<file path="config.mk">
export PLATFORM = sky130hd
export DESIGN_NAME = axi4_default_slave
export DESIGN_NICKNAME = d
export VERILOG_FILES = /design/src/rtl/axi4_default_slave.sv
export SDC_FILE = /design/constraint.sdc
export NUM_CORES = 1
export LEC_CHECK = 0
export ABC_CLOCK_PERIOD_IN_PS = 5800
export BUFFER_PORTS_ARGS = -buffer_cell sky130_fd_sc_hd__buf_2
export CORE_UTILIZATION = 46
export DETAILED_ROUTE_END_ITERATION = 8
export GPL_ROUTABILITY_DRIVEN = 0
export PLACE_DENSITY = 0.86
export SYNTH_ARGS = -nofsm -noshare
export SYNTH_HDL_FRONTEND = slang
export SYNTH_SLANG_ARGS = --single-unit
</file>
<file path="constraint.sdc">
create_clock -name aclk -period 5.8 [get_ports aclk]
set_input_delay 0 -clock aclk [delete_from_list [all_inputs] [get_ports aclk]]
set_output_delay 0 -clock aclk [all_outputs]
set_load 0.01 [all_outputs]
</file>
<file path="src/rtl/axi4_default_slave.sv">
// AXI4 default slave: answers every unmapped/denied burst with DECERR and
// keeps saturating counts of the write and read bursts it has absorbed.
module axi4_default_slave #(
    parameter int ADDR_WIDTH = 32,
    parameter int DATA_WIDTH = 32,
    parameter int ID_WIDTH   = 4,
    parameter int CNT_WIDTH  = 16
) (
    input  logic                    aclk,
    input  logic                    aresetn,
    // write address
    input  logic [ID_WIDTH-1:0]     awid,
    input  logic [ADDR_WIDTH-1:0]   awaddr,
    input  logic [7:0]              awlen,
    input  logic                    awvalid,
    output logic                    awready,
    // write data
    input  logic [DATA_WIDTH-1:0]   wdata,
    input  logic [DATA_WIDTH/8-1:0] wstrb,
    input  logic                    wlast,
    input  logic                    wvalid,
    output logic                    wready,
    // write response
    output logic [ID_WIDTH-1:0]     bid,
    output logic [1:0]              bresp,
    output logic                    bvalid,
    input  logic                    bready,
    // read address
    input  logic [ID_WIDTH-1:0]     arid,
    input  logic [ADDR_WIDTH-1:0]   araddr,
    input  logic [7:0]              arlen,
    input  logic                    arvalid,
    output logic                    arready,
    // read data
    output logic [ID_WIDTH-1:0]     rid,
    output logic [DATA_WIDTH-1:0]   rdata,
    output logic [1:0]              rresp,
    output logic                    rlast,
    output logic                    rvalid,
    input  logic                    rready,
    // error statistics
    output logic [CNT_WIDTH-1:0]    wr_err_count,
    output logic [CNT_WIDTH-1:0]    rd_err_count
);

    localparam logic [CNT_WIDTH-1:0] CNT_ONE = CNT_WIDTH'(1);
    localparam logic [1:0]           DECERR  = 2'b11;

    typedef enum logic [1:0] {W_IDLE, W_DATA, W_RESP} w_state_e;
    typedef enum logic       {R_IDLE, R_DATA}         r_state_e;

    w_state_e              w_state_q, w_state_d;
    r_state_e              r_state_q, r_state_d;

    logic                  awready_q, awready_d;
    logic                  wready_q,  wready_d;
    logic                  bvalid_q,  bvalid_d;
    logic [1:0]            bresp_q,   bresp_d;
    logic [ID_WIDTH-1:0]   bid_q,     bid_d;
    logic [CNT_WIDTH-1:0]  wr_cnt_q,  wr_cnt_d;

    logic                  arready_q, arready_d;
    logic                  rvalid_q,  rvalid_d;
    logic                  rlast_q,   rlast_d;
    logic [1:0]            rresp_q,   rresp_d;
    logic [ID_WIDTH-1:0]   rid_q,     rid_d;
    logic [7:0]            arlen_q,   arlen_d;
    logic [7:0]            beat_q,    beat_d;
    logic [CNT_WIDTH-1:0]  rd_cnt_q,  rd_cnt_d;

    // Address, length and payload are accepted but intentionally not used.
    logic unused_inputs;
    assign unused_inputs = ^{awaddr, awlen, wdata, wstrb, araddr};

    // Handshakes qualify on the registered readys, so nothing is accepted
    // until the first edge after reset release.
    always_comb begin
        w_state_d = w_state_q;
        bid_d     = bid_q;
        wr_cnt_d  = wr_cnt_q;
        unique case (w_state_q)
            W_IDLE: begin
                if (awvalid && awready_q) begin
                    w_state_d = W_DATA;
                    bid_d     = awid;
                end
            end
            W_DATA: begin
                if (wvalid && wready_q && wlast) begin
                    w_state_d = W_RESP;
                end
            end
            W_RESP: begin
                if (bvalid_q && bready) begin
                    w_state_d = W_IDLE;
                    if (wr_cnt_q != '1) begin
                        wr_cnt_d = wr_cnt_q + CNT_ONE;
                    end
                end
            end
            default: w_state_d = W_IDLE;
        endcase
        awready_d = (w_state_d == W_IDLE);
        wready_d  = (w_state_d == W_DATA);
        bvalid_d  = (w_state_d == W_RESP);
        bresp_d   = bvalid_d ? DECERR : 2'b00;
    end

    always_comb begin
        r_state_d = r_state_q;
        rid_d     = rid_q;
        arlen_d   = arlen_q;
        beat_d    = beat_q;
        rlast_d   = rlast_q;
        rd_cnt_d  = rd_cnt_q;
        unique case (r_state_q)
            R_IDLE: begin
                if (arvalid && arready_q) begin
                    r_state_d = R_DATA;
                    rid_d     = arid;
                    arlen_d   = arlen;
                    beat_d    = '0;
                    rlast_d   = (arlen == 8'd0);
                end
            end
            R_DATA: begin
                if (rvalid_q && rready) begin
                    if (rlast_q) begin
                        r_state_d = R_IDLE;
                        rlast_d   = 1'b0;
                        if (rd_cnt_q != '1) begin
                            rd_cnt_d = rd_cnt_q + CNT_ONE;
                        end
                    end else begin
                        beat_d  = beat_q + 8'd1;
                        rlast_d = ((beat_q + 8'd1) == arlen_q);
                    end
                end
            end
            default: r_state_d = R_IDLE;
        endcase
        arready_d = (r_state_d == R_IDLE);
        rvalid_d  = (r_state_d == R_DATA);
        rresp_d   = rvalid_d ? DECERR : 2'b00;
    end

    always_ff @(posedge aclk or negedge aresetn) begin
        if (!aresetn) begin
            w_state_q <= W_IDLE;
            awready_q <= 1'b0;
            wready_q  <= 1'b0;
            bvalid_q  <= 1'b0;
            bresp_q   <= '0;
            bid_q     <= '0;
            wr_cnt_q  <= '0;
            r_state_q <= R_IDLE;
            arready_q <= 1'b0;
            rvalid_q  <= 1'b0;
            rlast_q   <= 1'b0;
            rresp_q   <= '0;
            rid_q     <= '0;
            arlen_q   <= '0;
            beat_q    <= '0;
            rd_cnt_q  <= '0;
        end else begin
            w_state_q <= w_state_d;
            awready_q <= awready_d;
            wready_q  <= wready_d;
            bvalid_q  <= bvalid_d;
            bresp_q   <= bresp_d;
            bid_q     <= bid_d;
            wr_cnt_q  <= wr_cnt_d;
            r_state_q <= r_state_d;
            arready_q <= arready_d;
            rvalid_q  <= rvalid_d;
            rlast_q   <= rlast_d;
            rresp_q   <= rresp_d;
            rid_q     <= rid_d;
            arlen_q   <= arlen_d;
            beat_q    <= beat_d;
            rd_cnt_q  <= rd_cnt_d;
        end
    end

    assign awready      = awready_q;
    assign wready       = wready_q;
    assign bvalid       = bvalid_q;
    assign bresp        = bresp_q;
    assign bid          = bid_q;
    assign arready      = arready_q;
    assign rvalid       = rvalid_q;
    assign rlast        = rlast_q;
    assign rresp        = rresp_q;
    assign rid          = rid_q;
    assign rdata        = '0;
    assign wr_err_count = wr_cnt_q;
    assign rd_err_count = rd_cnt_q;

endmodule

</file>
==> impl_metrics.ini, run 1 <==
[sta]
worst_slew_pin_slew_ns = 0.828
postLayoutSetupSlackWorst_ns = 3.69
skew_ns = 0.00900
max_freq_mhz = 474
final-setup-viol-count = 0
relSlewSlack = 0.446
rsz0062_at_grt = false
finalCritPeriodShare = 0.364
whs_ns = 0.0242
finalMaxSlewViolations = 0
hold_viol = 0
fin_crit_ns = 2.11
setup_tns_ns = 0

[global_route]
grt_pass1_vias = 2450
grt_max_degree = 65
grt_usage = 0.188
grt_first_pass_wirelength_mm = 10.9
antenna_found_initial = 0
grt-ovfl-total = 0

[synthesis]
syn_inst = 331
synth_top_area_share = 0.487
ys_seq_area_frac = 0.487
ys_types = 44
ys_seq_elements = 64
synth_area_um2 = 3290
synth_edf_count = 0
synth_warnings = 0
yosys-top-cells-area = dfrtp_1, buf_4, nand2_1
syn_avg_cell_area_um2 = 9.93
async_flop_share = 1.00
yosys.area.top_type = dfrtp_1
synth_top_flop_cell = dfrtp_1

[routing]
num_vias = 2554
antenna_left = 0
drtIter0Drc = 64
wirelength_mm = 6.74
vias_per_cell = 4.86
wl_per_cell_um = 12.8
first_pass_iters = 5
drc = 0

[finish]
mostFrequentLayoutCells = buf_2, dfrtp_1, nand2_1, conb_1, nor2_1
layout_commonest_cell = buf_2
design_area_um2 = 3980
fin_util = 0.582
final_nets = 560
antennaDiodeCount = 0
layout-drive-gt1-share = 0.249
syn2layout_area_growth_pct = 21.0
layout.cells.non_filler = 525

[critical_path]
crit_required_ns = 6.02
cp-end-kind = flop
r2r_setup_slack_ns = 3.69
cp.arrival_ns = 2.33
reg2reg_depth = 5
worstSetupPathType = flop to flop
critical_path.max_fanout = 8
cp-start-kind = flop
r2r-start = wr_err_count[0]
reg2reg_to = wr_err_count[1]

[floorplanning]
die_w_um = 86.5
rows = 30
initial_core_util = 0.481
die_area_um2 = 7480
core-area_um2 = 6830
die_h_um = 86.5
top_level_ports = 214

[placed_design]
portBuffers = 73
dpl-instance-area_um2 = 3610
hpwlAfterDp_mm = 4.61
dp_cells = 492
place_ws_ns = 3.72

[power]
powerDensity_nw_per_um2 = 354
p_total_mw = 1.41
ir_drop_v = 0.000260
leakagePower_nw = 2.10

[clock_tree]
path_clk_slew_ns = 0.07
cts.sinks = 64
tritoncts = built
clock_path_buffers = 2
post_cts_buffers = 0
root_buffer = clkbuf_8
numCtsBuffers = 9
htreeDepth = 3
clk_latency_ns = 0.33

[worst_hold_path]
hold_depth = 4
min_to = rresp[0]
worstHoldPathType = input port to flop
min_from = rready

[outcome]
status = finished, final reports clean

[job]
cap_viol_max_count = 0
cell type report:
cell class                 count  area, um^2
tap                           96         120
inverter                       8        30.0
fill                         601        2860
multi-input combinational    250        1490
sequential                    64        1600
timing repair buffer          92         553
clock inverter                 4        45.0
clock buffer                  11         141
worst max-delay path, cell delays in order, from the launching register on:
cell	delay, ns
dfrtp_1	0.42
ha_1	0.20
nand3_1	0.18
or4_4	0.60
o21bai_4	0.24
mux2_1	0.35
timing repair:
item | in CTS | in global routing
endpoints found under the hold margin | 81 | 0
hold buffers | 18 | 0
resized for setup | 0 | 0
flip-flops by register name, indices dropped and copies added, names as in the netlist:
signal        flops
rd_err_count     16
beat_q            8
awready           1
arready           1
arlen_q           8
w_state_q         2
rresp             1
bresp             1
wready            1
rlast             1
wr_err_count     16
bid               4
rid               4
power by group:
part | leakage [nW] | switching (mW) | internal [mW] | total, mW
sequential | 0.837 | 0.0930 | 0.552 | 0.645
clock | 0.0989 | 0.162 | 0.206 | 0.368
combinational | 1.16 | 0.213 | 0.183 | 0.396
total | 2.10 | 0.468 | 0.941 | 1.41
routing by layer:
layer	global-route usage	part of all wire
met3	0.0419	0.054
met1	0.216	0.42
met5	0	0
met2	0.333	0.51
met4	0.0879	0.019
synth_stat cells, types with 3 or more instances:
cell type,number
nor3_1,6
nand2_1,62
mux2_2,5
inv_1,8
buf_4,36
nand4_1,4
and3_1,6
nor2_1,23
o21ai_0,15
nand3_1,18
xnor2_1,21
xor2_1,19
clkbuf_1,4
nor4_1,4
ha_1,3
dfrtp_1,64
worst max-delay path by stage:
stage,slack [ns],depth (start not counted),startpoint,to
6_report,3.69,5,wr_err_count[0],wr_err_count[1]
5_1_grt,3.59,4,rresp[0],beat_q[4]
4_1_cts,3.71,5,wr_err_count[0],wr_err_count[1]
3_5_place_dp,3.72,5,wr_err_count[0],wr_err_count[1]
3_3_place_gp,3.80,5,wr_err_count[0],wr_err_count[1]
2_1_floorplan,3.84,5,wr_err_count[0],wr_err_count[1]
logic make-up after synthesis:
group	count (synthesis)	share of synthesized area
AND/OR/NAND/NOR	137	0.203
buffers and inverters	48	0.0960
other	1	0.00114
adder cells (fa/ha/maj)	3	0.0114
flip-flops	64	0.487
XOR/XNOR	40	0.107
multiplexers	6	0.0206
AO/OA/AOI/OAI	32	0.0743
Power figures use the tool's default switching activity.
==> inputs of run 2 (changes only) <==
==> config.mk (replaced) <==
export PLATFORM = sky130hd
export DESIGN_NAME = axi4_default_slave
export DESIGN_NICKNAME = d
export VERILOG_FILES = /design/src/rtl/axi4_default_slave.sv
export SDC_FILE = /design/constraint.sdc
export NUM_CORES = 1
export LEC_CHECK = 0
export ABC_AREA = 1
export ABC_CLOCK_PERIOD_IN_PS = 2200
export BUFFER_PORTS_ARGS = -buffer_cell sky130_fd_sc_hd__buf_2
export CORE_UTILIZATION = 43
export DETAILED_ROUTE_END_ITERATION = 8
export GPL_ROUTABILITY_DRIVEN = 0
export PLACE_DENSITY = 0.8
export SYNTH_ARGS = -nofsm -noshare
export SYNTH_HDL_FRONTEND = slang
export SYNTH_SLANG_ARGS = --single-unit
==> constraint.sdc (replaced) <==
create_clock -name aclk -period 2.2 [get_ports aclk]
set_input_delay 0 -clock aclk [delete_from_list [all_inputs] [get_ports aclk]]
set_output_delay 0 -clock aclk [all_outputs]
set_load 0.01 [all_outputs]
==> run 2 against run 1 <==
Against the previous run: global-route usage rose by 0.086 points; largest cell class unchanged; routed wire length grew 13%; synthesized cell count is 24% higher.
==> impl_metrics.ini, run 2 <==
[synthesis]
ys_seq_elements = 64
yosys-top-cells-area = dfrtp_1, nand2_1, buf_4
syn_inst = 412
yosys.area.top_type = dfrtp_1
syn_avg_cell_area_um2 = 8.36
synth_top_flop_cell = dfrtp_1
synth_top_area_share = 0.465
async_flop_share = 1.00
yosysMostFrequentCell = nand2_1
synth_area_um2 = 3450
synth_warnings = 0
synth_edf_count = 0
ys_types = 32
ys_seq_area_frac = 0.465
yosys-top-cells-count = nand2_1, dfrtp_1, inv_1

[worst_hold_path]
hold_depth = 3
worstHoldPathType = input port to flop

[placed_design]
dpl-instance-area_um2 = 3800
dp_cells = 582
hpwlAfterDp_mm = 5.59
portBuffers = 73
place_ws_ns = 0.279

[clock_tree]
clock_path_buffers = 2
root_buffer = clkbuf_8
numCtsBuffers = 9
post_cts_resized = 0
htreeDepth = 3
clk_latency_ns = 0.34
path_clk_slew_ns = 0.07
tritoncts = built
post_cts_buffers = 0
cts.sinks = 64

[power]
power_frac_comb = 0.366
p_total_mw = 4.31
power.net_switching_mw = 1.75
leakagePower_nw = 2.15
internal-power_mw = 2.56
power.share.clock = 0.204
ir_drop_v = 0.000626
power.share.sequential = 0.430
powerDensity_nw_per_um2 = 1030
switching_share = 0.406

[finish]
antennaDiodeCount = 0
mostFrequentLayoutCells = nand2_1, buf_2, dfrtp_1, inv_1, conb_1
syn2layout_area_growth_pct = 21.1
layout-drive-gt1-share = 0.215
final_nets = 646
design_area_um2 = 4170
layout.cells.non_filler = 618
layout_commonest_cell = nand2_1
fin_util = 0.540

[floorplanning]
die_area_um2 = 8380
rows = 32
top_level_ports = 214
die_w_um = 91.5
die_h_um = 91.5
initial_core_util = 0.446
core-area_um2 = 7730

[sta]
finalMaxSlewViolations = 0
relSlewSlack = 0.530
rsz0062_at_grt = false
postLayoutSetupSlackWorst_ns = 0.281
setup_tns_ns = 0
max_freq_mhz = 521
hold_viol = 0
finalCritPeriodShare = 0.872
final-setup-viol-count = 0
worst_slew_pin_slew_ns = 0.705
skew_ns = 0.00747
whs_ns = 0.0471
fin_crit_ns = 1.92

[outcome]
status = finished, final reports clean

[global_route]
antenna_found_initial = 0
grt-ovfl-total = 0
grt_pass1_vias = 2689
grt_max_degree = 36
grt_first_pass_wirelength_mm = 12.3
grt_usage = 0.189

[routing]
num_vias = 2904
drtIter0Drc = 140
antenna_left = 0
drc = 0
first_pass_iters = 4
wl_per_cell_um = 12.3
wirelength_mm = 7.61
vias_per_cell = 4.70

[critical_path]
cp.arrival_ns = 2.14
cp-end-kind = flop
worstSetupPathType = flop to flop
reg2reg_depth = 9
cp-start-kind = flop
crit_required_ns = 2.43
critical_path.max_fanout = 11

[job]
cap_viol_max_count = 0
==> run 2: changes by cell type after synthesis, moves of 5 or more <==
cell / change
nand2_1: +50
inv_1: +35
xnor2_1: -15
nor2_1: +8
and3_1: -6
nand2_2: +5
nand4_1: +5
o21ai_0: +5
==> run 2: power by group through the flow <==
stage | clock network [mW] | logic, mW | registers, mW
floorplan | 0 | 0.995 | 1.92
global placement | 0 | 1.47 | 1.84
detailed placement | 0 | 1.52 | 1.86
CTS | 0.915 | 1.57 | 1.84
global route | 0.966 | 1.76 | 1.90
finish | 0.880 | 1.58 | 1.85
==> run 2: cells by family after synthesis <==
group	synth area share
DFF	0.465
muxes	0.0131
and+or+nand+nor	0.256
other	0.00109
buffers and inverters	0.132
adders and majority gates	0.0109
xor gates and xnor gates	0.0712
AOI/OAI and AO/OA	0.0512
==> run 2: critical path, stage by stage, from the launching register on <==
cell and delay, ns:
dfrtp_1 0.42, ha_1 0.23, nand2_1 0.10, nor3_2 0.07
nand2_2 0.12, nor2_4 0.05, o21ai_2 0.39, nand2_1 0.17
o21ai_0 0.18, nand2_1 0.07
==> run 2: worst paths after layout <==
| kind | slack, ns | endpoint | from |
|---|---|---|---|
| min | 0.05 | w_state_q[1] | wlast |
| min reg2reg | 0.48 | rid[1] | rid[1] |
| min in group asynchronous | 0.24 | rd_err_count[14] | aresetn |
| max in group asynchronous | 1.34 | wr_err_count[8] | aresetn |
| max | 0.28 | rd_err_count[14] | rd_err_count[0] |
| max reg2reg | 0.28 | rd_err_count[14] | rd_err_count[0] |
==> run 2: final cells by class <==
cell class / instances / area, um^2
clock buffer: 9 / 124
tap: 102 / 128
clock inverter: 7 / 48.8
multi-input combinational: 296 / 1510
timing repair buffer: 96 / 601
sequential: 64 / 1600
inverter: 44 / 165
fill: 694 / 3550
==> run 2: timing repair <==
action                                  CTS  global route
hold buffers                             20             0
endpoints found under the hold margin    47             0
endpoints found under the setup margin    0             0
==> run 2: per-layer routing <==
| layer | up-vias | share of wire | global-route usage | wire, um |
|---|---|---|---|---|
| li1 | 1435 | - | - | - |
| met5 | - | 0 | 0 | 0 |
| met3 | 15 | 0.074 | 0.0561 | 564 |
| met4 | 0 | 0.020 | 0.0833 | 151 |
| met2 | 118 | 0.45 | 0.291 | 3410 |
| met1 | 1336 | 0.46 | 0.245 | 3480 |
==> inputs of run 3 (changes only) <==
==> constraint.sdc (replaced) <==
create_clock -name aclk -period 2.2 [get_ports aclk]
set_input_delay 0.11 -clock aclk [delete_from_list [all_inputs] [get_ports aclk]]
set_output_delay 0.11 -clock aclk [all_outputs]
set_load 0.01 [all_outputs]
==> run 3 against run 2 <==
Against the previous run: hold slack lost 0.028 ns; flip-flop and latch count is the same; sequential power is essentially flat; utilization shrank 0.29 points; combinational power is essentially flat; fmax grew 5.8%; cell count shrank 0.97%; power grew 4.0%; clock power grew 20%; die area is the same; critical path depth is the same.
==> impl_metrics.ini, run 3 (synthesized netlist as in run 2, its figures left out) <==
[routing]
antenna_left = 0
vias_per_cell = 4.73
drtIter0Drc = 158
drc = 0
wl_per_cell_um = 12.5
num_vias = 2896
wirelength_mm = 7.66
first_pass_iters = 5

[power]
power.net_switching_mw = 1.80
p_total_mw = 4.48
power.share.sequential = 0.414
switching_share = 0.402
leakagePower_nw = 2.14
powerDensity_nw_per_um2 = 1080
internal-power_mw = 2.68
ir_drop_v = 0.000651
power.share.clock = 0.236
power_frac_comb = 0.350

[finish]
mostFrequentLayoutCells = nand2_1, buf_2, dfrtp_1, inv_1, conb_1
syn2layout_area_growth_pct = 20.4
layout_commonest_cell = nand2_1
layout-drive-gt1-share = 0.218
antennaDiodeCount = 0
design_area_um2 = 4150
final_nets = 640

[critical_path]
r2r_setup_slack_ns = 0.39
worstSetupPathType = flop to flop
cp-start-kind = flop
cp.arrival_ns = 2.04
critical_path.max_fanout = 11
cp-end-kind = flop
reg2reg_to = rd_err_count[14]
reg2reg_depth = 9
crit_required_ns = 2.43
r2r-start = rd_err_count[0]

[sta]
final-setup-viol-count = 0
rsz0062_at_grt = false
finalCritPeriodShare = 0.825
max_freq_mhz = 551
skew_ns = 0.0120
hold_viol = 0
setup_tns_ns = 0
finalMaxSlewViolations = 0
fin_crit_ns = 1.81
whs_ns = 0.0189

[global_route]
use_met2 = 0.303
antenna_found_initial = 0
grt_max_degree = 64
grt-busiest-layer = met2
grt_first_pass_wirelength_mm = 12.6
met3_usage = 0.0678
grt_pass1_vias = 2783
grt_usage = 0.195
grt_util_met1 = 0.244
grt-ovfl-total = 0

[clock_tree]
htreeDepth = 3
numCtsBuffers = 9
clock_path_buffers = 2
root_buffer = clkbuf_8
clk_latency_ns = 0.35
cts.sinks = 64
path_clk_slew_ns = 0.08
tritoncts = built

[floorplanning]
rows = 32
die_h_um = 91.5
die_area_um2 = 8380
initial_core_util = 0.446
die_w_um = 91.5
core-area_um2 = 7730
top_level_ports = 214

[placed_design]
dpl-instance-area_um2 = 3800
portBuffers = 73
hpwlAfterDp_mm = 5.49

[worst_hold_path]
min_to = arlen_q[4]
min_from = arlen[4]
worstHoldPathType = input port to flop
hold_depth = 3

[outcome]
status = finished, final reports clean

[job]
cap_viol_max_count = 0
[run 3: cell types whose count changed in the layout (fill, tap and decap cells not counted), sizes merged]
cell | before | now
dlygate4sd3 | 20 | 14
clkinv | 3 | 0
inv | 44 | 47
bufinv | 0 | 1
clkinvlp | 4 | 3
[run 3: repair_timing]
| action | CTS | global route |
|---|---|---|
| hold buffers | 14 | 0 |
| setup buffers | 0 | 0 |
| setup endpoints to repair | 0 | 1 |
| gates resized for setup | 0 | 1 |
| endpoints found under the hold margin | 77 | 0 |
[run 3: area by class of cell]
cell class | instances | area (um^2)
clock buffer | 9 | 124
clock inverter | 7 | 78.8
fill | 723 | 3580
inverter | 44 | 165
multi-input combinational | 296 | 1510
sequential | 64 | 1600
tap | 102 | 128
timing repair buffer | 90 | 541
[run 3: worst max-delay path, stage by stage (launching register included)]
cell     delay (ns)
dfrtp_1        0.43
ha_1           0.24
nand2_1        0.10
nor3_2         0.07
nand2_2        0.11
nor2_4         0.05
o21ai_4        0.29
nand2_1        0.16
o21ai_0        0.18
nand2_1        0.07
[run 3: worst max path at each step]
stage	startpoint	endpoint	slack, ns	cells after the start
floorplan	rd_err_count[0]	rd_err_count[11]	0.61	9
global placement	rd_err_count[0]	rd_err_count[14]	0.34	9
detailed placement	rd_err_count[0]	rd_err_count[14]	0.28	9
CTS	rd_err_count[0]	rd_err_count[14]	0.25	9
global route	rd_err_count[0]	rd_err_count[14]	0.15	9
finish	rd_err_count[0]	rd_err_count[14]	0.39	9
[run 3: layer usage]
| layer | up-vias | share of wire |
|---|---|---|
| met3 | 13 | 0.087 |
| met4 | 0 | 0.016 |
| met2 | 128 | 0.44 |
| met5 | - | 0 |
| met1 | 1324 | 0.45 |
| li1 | 1431 | - |
[run 3: power by group through the flow]
stage               clock network (mW)  registers [mW]  logic [mW]
finish                            1.06            1.86        1.57
global route                      1.12            1.91        1.77
CTS                               1.07            1.85        1.56
detailed placement                   0            1.87        1.53
global placement                     0            1.84        1.47
floorplan                            0            1.92       0.995
[run 3: metrics by stage]
step                 util  setup WS, ns  cells
CTS                 0.536         0.252    612
finish              0.537         0.386    612
floorplan               -         0.612    443
global placement    0.492         0.341    582
global route        0.537         0.146    612
detailed placement  0.492         0.277    582
